### src/rtl/bubble_sorter_pkg.sv
// Shared types and sizing helpers for the bubble sorter.
package bubble_sorter_pkg;

  typedef enum logic [1:0] {LOAD, SORT, DRAIN} state_t;

  localparam int DEF_DEPTH = 4;

  // Worst-case number of compare cycles for a job of the given depth.
  function automatic int max_cmp(input int depth);
    return depth * (depth - 1) / 2;
  endfunction

  localparam int IDX_W = $clog2(DEF_DEPTH);
  localparam int CNT_W = $clog2(max_cmp(DEF_DEPTH) + 1);

endpackage

### src/rtl/bsort_cmp_swap.sv
// Combinational compare-swap of one adjacent pair; equal words keep their order.
module bsort_cmp_swap #(
  parameter int DATA_W = 4
) (
  input  logic [DATA_W-1:0] a,
  input  logic [DATA_W-1:0] b,
  output logic [DATA_W-1:0] lo,
  output logic [DATA_W-1:0] hi,
  output logic              swap
);
  assign swap = a > b;
  assign lo   = swap ? b : a;
  assign hi   = swap ? a : b;
endmodule

### src/rtl/bubble_sorter.sv
// In-place bubble sort engine: load DEPTH words, one compare-swap per clock, drain ascending.
// Optional swap counter port enabled by defining SWAP_CNT_EN.
module bubble_sorter
  import bubble_sorter_pkg::*;
#(
  parameter  int DEPTH    = 4,
  parameter  int DATA_W   = 4,
  localparam int IDX_BITS = $clog2(DEPTH),
  localparam int CNT_BITS = $clog2(max_cmp(DEPTH) + 1)
) (
  input  logic              clk,
  input  logic              rst,
  input  logic              in_valid,
  input  logic [DATA_W-1:0] in_data,
  output logic              in_ready,
  output logic              out_valid,
  output logic [DATA_W-1:0] out_data,
  output logic              out_last,
  input  logic              out_ready,
  output logic              busy
`ifdef SWAP_CNT_EN
  ,
  output logic [CNT_BITS-1:0] swap_cnt
`endif
);

  localparam logic [IDX_BITS-1:0] LAST_IDX = IDX_BITS'(DEPTH - 1);
  localparam logic [IDX_BITS-1:0] LAST_CMP = IDX_BITS'(DEPTH - 2);

  state_t state, state_nxt;
  logic [DEPTH-1:0][DATA_W-1:0] mem;
  logic [IDX_BITS-1:0] wr_idx, rd_idx, cmp_idx, cmp_nxt, pass;
  logic pass_swap;
  logic [DATA_W-1:0] lo, hi;
  logic swap, pass_end, sort_done, load_done;

  assign cmp_nxt   = cmp_idx + IDX_BITS'(1);
  // Pass p ends at pair index DEPTH-2-p; the tail above it is already in place.
  assign pass_end  = cmp_idx == (LAST_CMP - pass);
  assign sort_done = (!pass_swap && !swap) || (pass == LAST_CMP);
  assign load_done = in_valid && (wr_idx == LAST_IDX);

  bsort_cmp_swap #(.DATA_W(DATA_W)) u_cmp (
    .a    (mem[cmp_idx]),
    .b    (mem[cmp_nxt]),
    .lo   (lo),
    .hi   (hi),
    .swap (swap)
  );

  always_ff @(posedge clk or posedge rst) begin
    if (rst) state <= LOAD;
    else     state <= state_nxt;
  end

  always_comb begin
    state_nxt = state;
    in_ready  = 1'b0;
    out_valid = 1'b0;
    out_last  = 1'b0;
    out_data  = '0;
    busy      = 1'b0;
    case (state)
      LOAD: begin
        in_ready = 1'b1;
        if (load_done) state_nxt = SORT;
      end
      SORT: begin
        busy = 1'b1;
        if (pass_end && sort_done) state_nxt = DRAIN;
      end
      DRAIN: begin
        busy      = 1'b1;
        out_valid = 1'b1;
        out_data  = mem[rd_idx];
        out_last  = rd_idx == LAST_IDX;
        if (out_ready && out_last) state_nxt = LOAD;
      end
      default: state_nxt = LOAD;
    endcase
  end

  always_ff @(posedge clk or posedge rst) begin
    if (rst) begin
      mem       <= '0;
      wr_idx    <= '0;
      rd_idx    <= '0;
      cmp_idx   <= '0;
      pass      <= '0;
      pass_swap <= 1'b0;
    end else begin
      case (state)
        LOAD: if (in_valid) begin
          mem[wr_idx] <= in_data;
          if (wr_idx == LAST_IDX) begin
            wr_idx    <= '0;
            cmp_idx   <= '0;
            pass      <= '0;
            pass_swap <= 1'b0;
          end else begin
            wr_idx <= wr_idx + IDX_BITS'(1);
          end
        end
        SORT: begin
          if (swap) begin
            mem[cmp_idx] <= lo;
            mem[cmp_nxt] <= hi;
          end
          if (pass_end) begin
            cmp_idx   <= '0;
            pass_swap <= 1'b0;
            if (sort_done) rd_idx <= '0;
            else           pass   <= pass + IDX_BITS'(1);
          end else begin
            cmp_idx   <= cmp_nxt;
            pass_swap <= pass_swap | swap;
          end
        end
        DRAIN: if (out_ready) begin
          if (rd_idx == LAST_IDX) rd_idx <= '0;
          else                    rd_idx <= rd_idx + IDX_BITS'(1);
        end
        default: ;
      endcase
    end
  end

`ifdef SWAP_CNT_EN
  // Cleared on SORT entry, then held until the next job starts sorting.
  always_ff @(posedge clk or posedge rst) begin
    if (rst)                             swap_cnt <= '0;
    else if (state == LOAD && load_done) swap_cnt <= '0;
    else if (state == SORT && swap)      swap_cnt <= swap_cnt + CNT_BITS'(1);
  end
`endif

endmodule
### config.mk
export PLATFORM = sky130hd
export DESIGN_NAME = bubble_sorter
export DESIGN_NICKNAME = d
export VERILOG_FILES = /design/src/rtl/bubble_sorter_pkg.sv /design/src/rtl/bsort_cmp_swap.sv /design/src/rtl/bubble_sorter.sv
export SDC_FILE = /design/constraint.sdc
export NUM_CORES = 1
export LEC_CHECK = 0
export CAP_MARGIN = 10
export CORE_ASPECT_RATIO = 1.75
export CORE_MARGIN = 2
export CORE_UTILIZATION = 60
export CTS_CLUSTER_DIAMETER = 80
export DETAILED_ROUTE_END_ITERATION = 12
export PLACE_DENSITY = 0.81
export SYNTH_ARGS = -nofsm -noshare
export SYNTH_HDL_FRONTEND = slang
export SYNTH_SLANG_ARGS = --single-unit
export TNS_END_PERCENT = 10
### constraint.sdc
create_clock -name clk -period 3.75 [get_ports clk]
set_input_delay 1.125 -clock clk [delete_from_list [all_inputs] [get_ports clk]]
set_output_delay 1.125 -clock clk [all_outputs]
set_load 0.1 [all_outputs]
* Yosys cells after proc, flatten, opt, wreduce, memory -nomap -nowiden *
Index checks and enable logic that the tools add are counted.

operators by class
  add/subtract/negate cells = 5
  $lt $le $gt $ge = 8
  eq/ne operators = 16
  muxes and demuxes = 46
  bitwise gates (word level) = 1
  reduce and logical (&&, ||, !) cells = 20

operators with widths
  kind                                                                                  count
  16-bit bitwise mux                                                                    3
  4-bit 2-to-1 mux                                                                      9
  16-bit 2-to-1 mux                                                                     2
  16-bit case mux with 2 select lines                                                   1
  2-bit 2-to-1 mux                                                                      13
  4-bit binary-select mux with 2-bit select                                             3
  4-bit demux with 2-bit select                                                         3
  2-bit inequality test (second input constant)                                         10
  2-bit by 3-bit < comparator with 1-bit output (second input constant)                 4
  2-bit case mux with 2 select lines                                                    3
  3-bit AND reduction                                                                   3
  2-bit by 1-bit adder with 2-bit output (second input constant)                        4
  2-bit == test (second input constant)                                                 4
  1-bit logical AND                                                                     7
  1-bit 2-to-1 mux                                                                      7
  2-bit by 1-bit greater-or-equal comparator with 1-bit output (second input constant)  3
  2-bit case mux with 3 select lines                                                    1
  5-bit AND reduction                                                                   1
  4-bit > comparator                                                                    1
  4-bit AND reduction                                                                   1
  2-bit nonzero test                                                                    2
  2-bit by 1-bit == test with 1-bit output (second input constant)                      1
  2-bit == test                                                                         1
  1-bit zero test                                                                       2
  7 further kinds                                                                       7

word-level totals
  register bits = 27
  input port bits = 8
  output and inout port bits = 8

* Logic depth before layout (Yosys ltp) *
  depth in word-level cells = 10
  mapped depth = 13
  mapped depth without buffers = 11

* By module *
A second synthesis with hierarchy kept.

unflattened totals
  cell total of the unflattened synthesis = 223
  area total of the unflattened synthesis = 2341.0 um^2

modules (own cells, without submodules)
  module          instances  cells each  area each (um^2)
  bubble_sorter   1          202         2135.8
  bsort_cmp_swap  1          21          205.2

* Worst setup path after synthesis *
OpenSTA, ideal clock, no wires.

  kind = register to output
  from = register state[0]
  to = output out_data[0]
  arrival = 2323 ps
  slack = 302 ps
  stages on the path, launching flop included = 5
  cells stage by stage = dfrtp_1 -> inv_1 -> ha_1 -> clkbuf_1 -> and2_1

between the ends
  longest elaborated chain between the ends = 2

ends and longest elaborated chain
  element                 line                 source
  from (decl)             bubble_sorter.sv:30  state_t state, state_nxt;
  from (signal assigned)  bubble_sorter.sv:53  else state <= state_nxt;
  2-bit == test           bubble_sorter.sv:63  case (state)
  4-bit 2-to-1 mux        bubble_sorter.sv:63
  to (decl)               bubble_sorter.sv:17  output logic [DATA_W-1:0] out_data,

No other way between the ends.

* Worst setup path after layout *
  from = register cmp_idx[1]
  to = register rd_idx[0]

between the ends
  longest elaborated chain between the ends = 9
  elaborated cells between the ends (all ways) = 13
  classes of those cells = add/sub (1); order compare (1); eq/ne (3); mux (4); reduce/logical (4)

ends and longest elaborated chain
  element                                    line                  source
  from (decl)                                bubble_sorter.sv:32   logic [IDX_BITS-1:0] wr_idx, rd_idx, cmp_idx, cmp_nxt, pass;
  from (signal assigned)                     bubble_sorter.sv:115  cmp_idx <= cmp_nxt;
  2-bit by 1-bit adder with 2-bit output     bubble_sorter.sv:37   assign cmp_nxt = cmp_idx + IDX_BITS'(1);
  4-bit binary-select mux with 2-bit select  bubble_sorter.sv:45   .b (mem[cmp_nxt]),
  4-bit 2-to-1 mux (not written as such)     bubble_sorter.sv:45
  4-bit > comparator                         bsort_cmp_swap.sv:11  assign swap = a > b;
  1-bit zero test                            bubble_sorter.sv:40   assign sort_done = (!pass_swap && !swap) || (pass == LAST_CMP);
  1-bit logical AND                          bubble_sorter.sv:40
  1-bit logical OR                           bubble_sorter.sv:40
  2-bit inequality test (no line)            --
  4-bit AND reduction (no line) *            --
  to (signal assigned)                       bubble_sorter.sv:121  else rd_idx <= rd_idx + IDX_BITS'(1);
  to (decl)                                  bubble_sorter.sv:32

Mark *: on every way between the ends. The rest lies on a longest branch, timed or not. The select of a mux whose other input is x is not followed.
A chain may end at the register's enable or synchronous reset.

==> results.sh <==
export IMPL_status="finished, final reports clean"
export IMPL_clock_latency_ns=0.28
export IMPL_initial_core_util=0.6219
export IMPL_drv_cap=0
export IMPL_timing_final_hold_violations=0
export IMPL_tritoncts_num_buffers=3
export IMPL_setup_tns_ns=0
export IMPL_clk_pin_slew_worst_paths_ns=0.09
export IMPL_timing_critical_path_arrival_ns=3.60
export IMPL_timing_max_slew_rel_slack=0.4276
export IMPL_count_of_final_setup_violators=0
export IMPL_routed_via_count=2231
export IMPL_rsz0062_at_grt="no"
export IMPL_hp_class="register to register"
export IMPL_critPathMaxFanout=9
export IMPL_grt_antenna_before_repair=0
export IMPL_row_count=30
export IMPL_fmaxAchievable_ghz=0.2925
export IMPL_measured_slew_at_the_worst_slew_check_pin_ns=0.8586
export IMPL_globalRouteMet1Util=0.3451
export IMPL_cpPeakStageDelay_ns=0.61
export IMPL_synthArstFlopShare=1.000
export IMPL_cts_path_max_buffers=2
export IMPL_grt_pass1_vias=2178
export IMPL_synth_yosys_seq_area_share=0.2838
export IMPL_cts_post_setup_buffers_inserted=0
export IMPL_final_seq_area_um2=675.6
export IMPL_dpl_cell_area_mm2=0.002572
export IMPL_post_route_cells_drive_above_1_share=0.1267
export IMPL_crit_family="multiplexers"
export IMPL_fp_dieH_um=87.34
export IMPL_die_width_um=51.62
export IMPL_final_gp_congestion=0.8746
export IMPL_tritoncts="done"
export IMPL_drtPass1Iterations=4
export IMPL_met3_grt_util=0.04467
export IMPL_postCtsResizedCells=0
export IMPL_syn_area_mm2=0.002381
export IMPL_netlist_instances=277
export IMPL_yosys_top_cells_area="sky130_fd_sc_hd__dfrtp_1 (28%), sky130_fd_sc_hd__mux4_2 (9.5%), sky130_fd_sc_hd__ha_1 (8.9%)"
export IMPL_dp_cells=336
export IMPL_cp_cell_sequence="inv_1, ha_1, mux4_1, inv_1, ha_1, nor2_1, a41oi_2, a21oi_1, o21bai_1, mux2_2, a211o_1"
export IMPL_antennaDiodeCount=0
export IMPL_syn_nets=302
export IMPL_critical_path_endpoint_type="register"
export IMPL_number_of_enable_type_register_cells_in_the_synthesized_netlist=0
export IMPL_global_route_usage_met2=0.5524
export IMPL_hold_buffers=0
export IMPL_clock_skew_ns=0.004836
export IMPL_grt_usage=0.3145
export IMPL_hpwlAfterDp_um=5141
export IMPL_cts_root_buffer="sky130_fd_sc_hd__clkbuf_8"
export IMPL_path_class="register to register"
export IMPL_vias_per_cell=6.562
export IMPL_hold_slack_ns=0.5532
export IMPL_slew_violations=0
export IMPL_initialDrtViolationCount=83
export IMPL_global_route_peak_usage_layer="met2"
export IMPL_clkSinkCount=27
export IMPL_gr_total_overflow=0
export IMPL_synthDominantCellAreaShare=0.2838
export IMPL_cts_htree_levels=1
export IMPL_total_area_of_multi_input_combinational_cells_mm2=0.001579
export IMPL_crit_required_ns=3.93
export IMPL_final_design_area_no_fill_mm2=0.002619
export IMPL_area_growth_pct=9.984
export IMPL_postRouteAntennaNets=0
export IMPL_grt_max_degree=26
export IMPL_fin_nets=318
export IMPL_drc=0
export IMPL_post_route_period_util=0.9118
export IMPL_ys_warnings_count=0
export IMPL_synth_top_cell_by_area="sky130_fd_sc_hd__dfrtp_1"
export IMPL_period_needed_ns=3.419
export IMPL_grt_first_pass_wirelength_um=10340
export IMPL_layout_commonest_cell="sky130_fd_sc_hd__nand2_1"
export IMPL_avgRoutedWirePerCell_um=18.81
export IMPL_core_mm2=0.003829
export IMPL_ys_types=44
export IMPL_floorplan_die_area_mm2=0.004508
export IMPL_numPortBuffers=15
export IMPL_wl_um=6394
export IMPL_ys_seq_elements=27
export IMPL_ys_flop_type="sky130_fd_sc_hd__dfrtp_1"
export IMPL_final_fill_count=337
export IMPL_timing_critical_path_buf_inv=2
export IMPL_final_instance_count_excl_fill=340
export IMPL_timing_critical_path_slowest_stage_cell="sky130_fd_sc_hd__mux4_1"
export IMPL_worst_setup_path_start_kind="register"
export IMPL_mostFrequentLayoutCells="sky130_fd_sc_hd__nand2_1 (43), sky130_fd_sc_hd__dfrtp_1 (27), sky130_fd_sc_hd__a21oi_1 (19)"
export IMPL_syn_mean_instance_area_um2=8.596
export IMPL_floorplan_io_pins=16
==> registers in the layout, indices dropped and copies added (netlist names) <==
signal and cells:
cmp_idx 2, pass_swap 1, mem 16, rd_idx 2, pass 2, wr_idx 2, state 2
==> cell type report <==
| cell class | instances | share of cell area |
|---|---|---|
| Clock buffer | 3 | 0.01577 |
| Clock inverter | 1 | 0.001911 |
| Inverter | 18 | 0.02580 |
| Multi-Input combinational cell | 220 | 0.6030 |
| Sequential cell | 27 | 0.2580 |
| Tap cell | 48 | 0.02293 |
| Timing Repair Buffer | 23 | 0.07262 |
==> worst register-to-register path: cells and delay by family (launching register included) <==
kind	cells	cell delay, ns
DFF	1	0.57
adders and majority gates	2	0.66
AOI/OAI and AO/OA	4	0.76
and+or+nand+nor	1	0.19
buffers and inverters	2	0.21
muxes	2	0.92
==> worst paths after layout <==
kind | from | slack, ns | cells after the start | end
setup / recovery | cmp_idx[1]$_DFFE_PP0P_ | 0.33 | 11 | rd_idx[0]$_DFFE_PP0P_
hold / removal | state[0]$_DFFE_PP0P_ | 0.55 | 1 | state[0]$_DFFE_PP0P_
setup reg to reg | cmp_idx[1]$_DFFE_PP0P_ | 0.33 | 11 | rd_idx[0]$_DFFE_PP0P_
hold reg to reg | state[0]$_DFFE_PP0P_ | 0.55 | 1 | state[0]$_DFFE_PP0P_
max in group asynchronous | rst | 1.97 | 3 | mem[12]$_DFFE_PP0P_
min in group asynchronous | rst | 1.22 | 2 | mem[7]$_DFFE_PP0P_
==> logic make-up (layout without fill, tap and decap cells) <==
family | Yosys count | after routing | share of synthesized area
compound gates | 96 | 96 | 0.2675
xor+xnor | 2 | 2 | 0.007358
fa+ha+maj | 17 | 17 | 0.08933
buf+inv | 30 | 45 | 0.05307
flops | 27 | 27 | 0.2838
mux | 15 | 15 | 0.1308
simple gates | 90 | 90 | 0.1682
==> cell usage after synthesis (2+ instances only) <==
cell,instances
sky130_fd_sc_hd__o21ai_0,17
sky130_fd_sc_hd__buf_2,5
sky130_fd_sc_hd__inv_1,18
sky130_fd_sc_hd__a21boi_0,12
sky130_fd_sc_hd__o21a_1,2
sky130_fd_sc_hd__and3_1,2
sky130_fd_sc_hd__xnor2_1,2
sky130_fd_sc_hd__clkbuf_1,6
sky130_fd_sc_hd__nor2_1,17
sky130_fd_sc_hd__nand2_1,43
sky130_fd_sc_hd__dfrtp_1,27
sky130_fd_sc_hd__nor2b_1,3
sky130_fd_sc_hd__nand3_1,9
sky130_fd_sc_hd__o21ai_1,8
sky130_fd_sc_hd__nor3_1,3
sky130_fd_sc_hd__mux4_1,2
sky130_fd_sc_hd__o31ai_1,4
sky130_fd_sc_hd__a31oi_1,13
sky130_fd_sc_hd__a21oi_1,19
sky130_fd_sc_hd__mux4_2,10
sky130_fd_sc_hd__a21o_1,2
sky130_fd_sc_hd__o2111ai_1,4
sky130_fd_sc_hd__a221oi_1,3
sky130_fd_sc_hd__mux2_2,3
sky130_fd_sc_hd__nand2b_1,3
sky130_fd_sc_hd__and2_1,6
sky130_fd_sc_hd__ha_1,17
==> through the flow <==
stage               utilization  worst slack (ns)
finish                   0.6840            0.3308
floorplan                     -            0.3023
global route             0.6840           0.09044
CTS                      0.6840            0.3529
detailed placement       0.6719            0.3583
global placement         0.6719            0.5260
==> metal layers <==
layer  up-vias  part of all wire
met5         -                 0
met4         0             0.058
met3        25             0.044
met2        86              0.54
met1      1068              0.36
li1       1052                 -
Power is not shown: default switching activity piles up to over one toggle a cycle in this logic, so the estimate is an artifact.
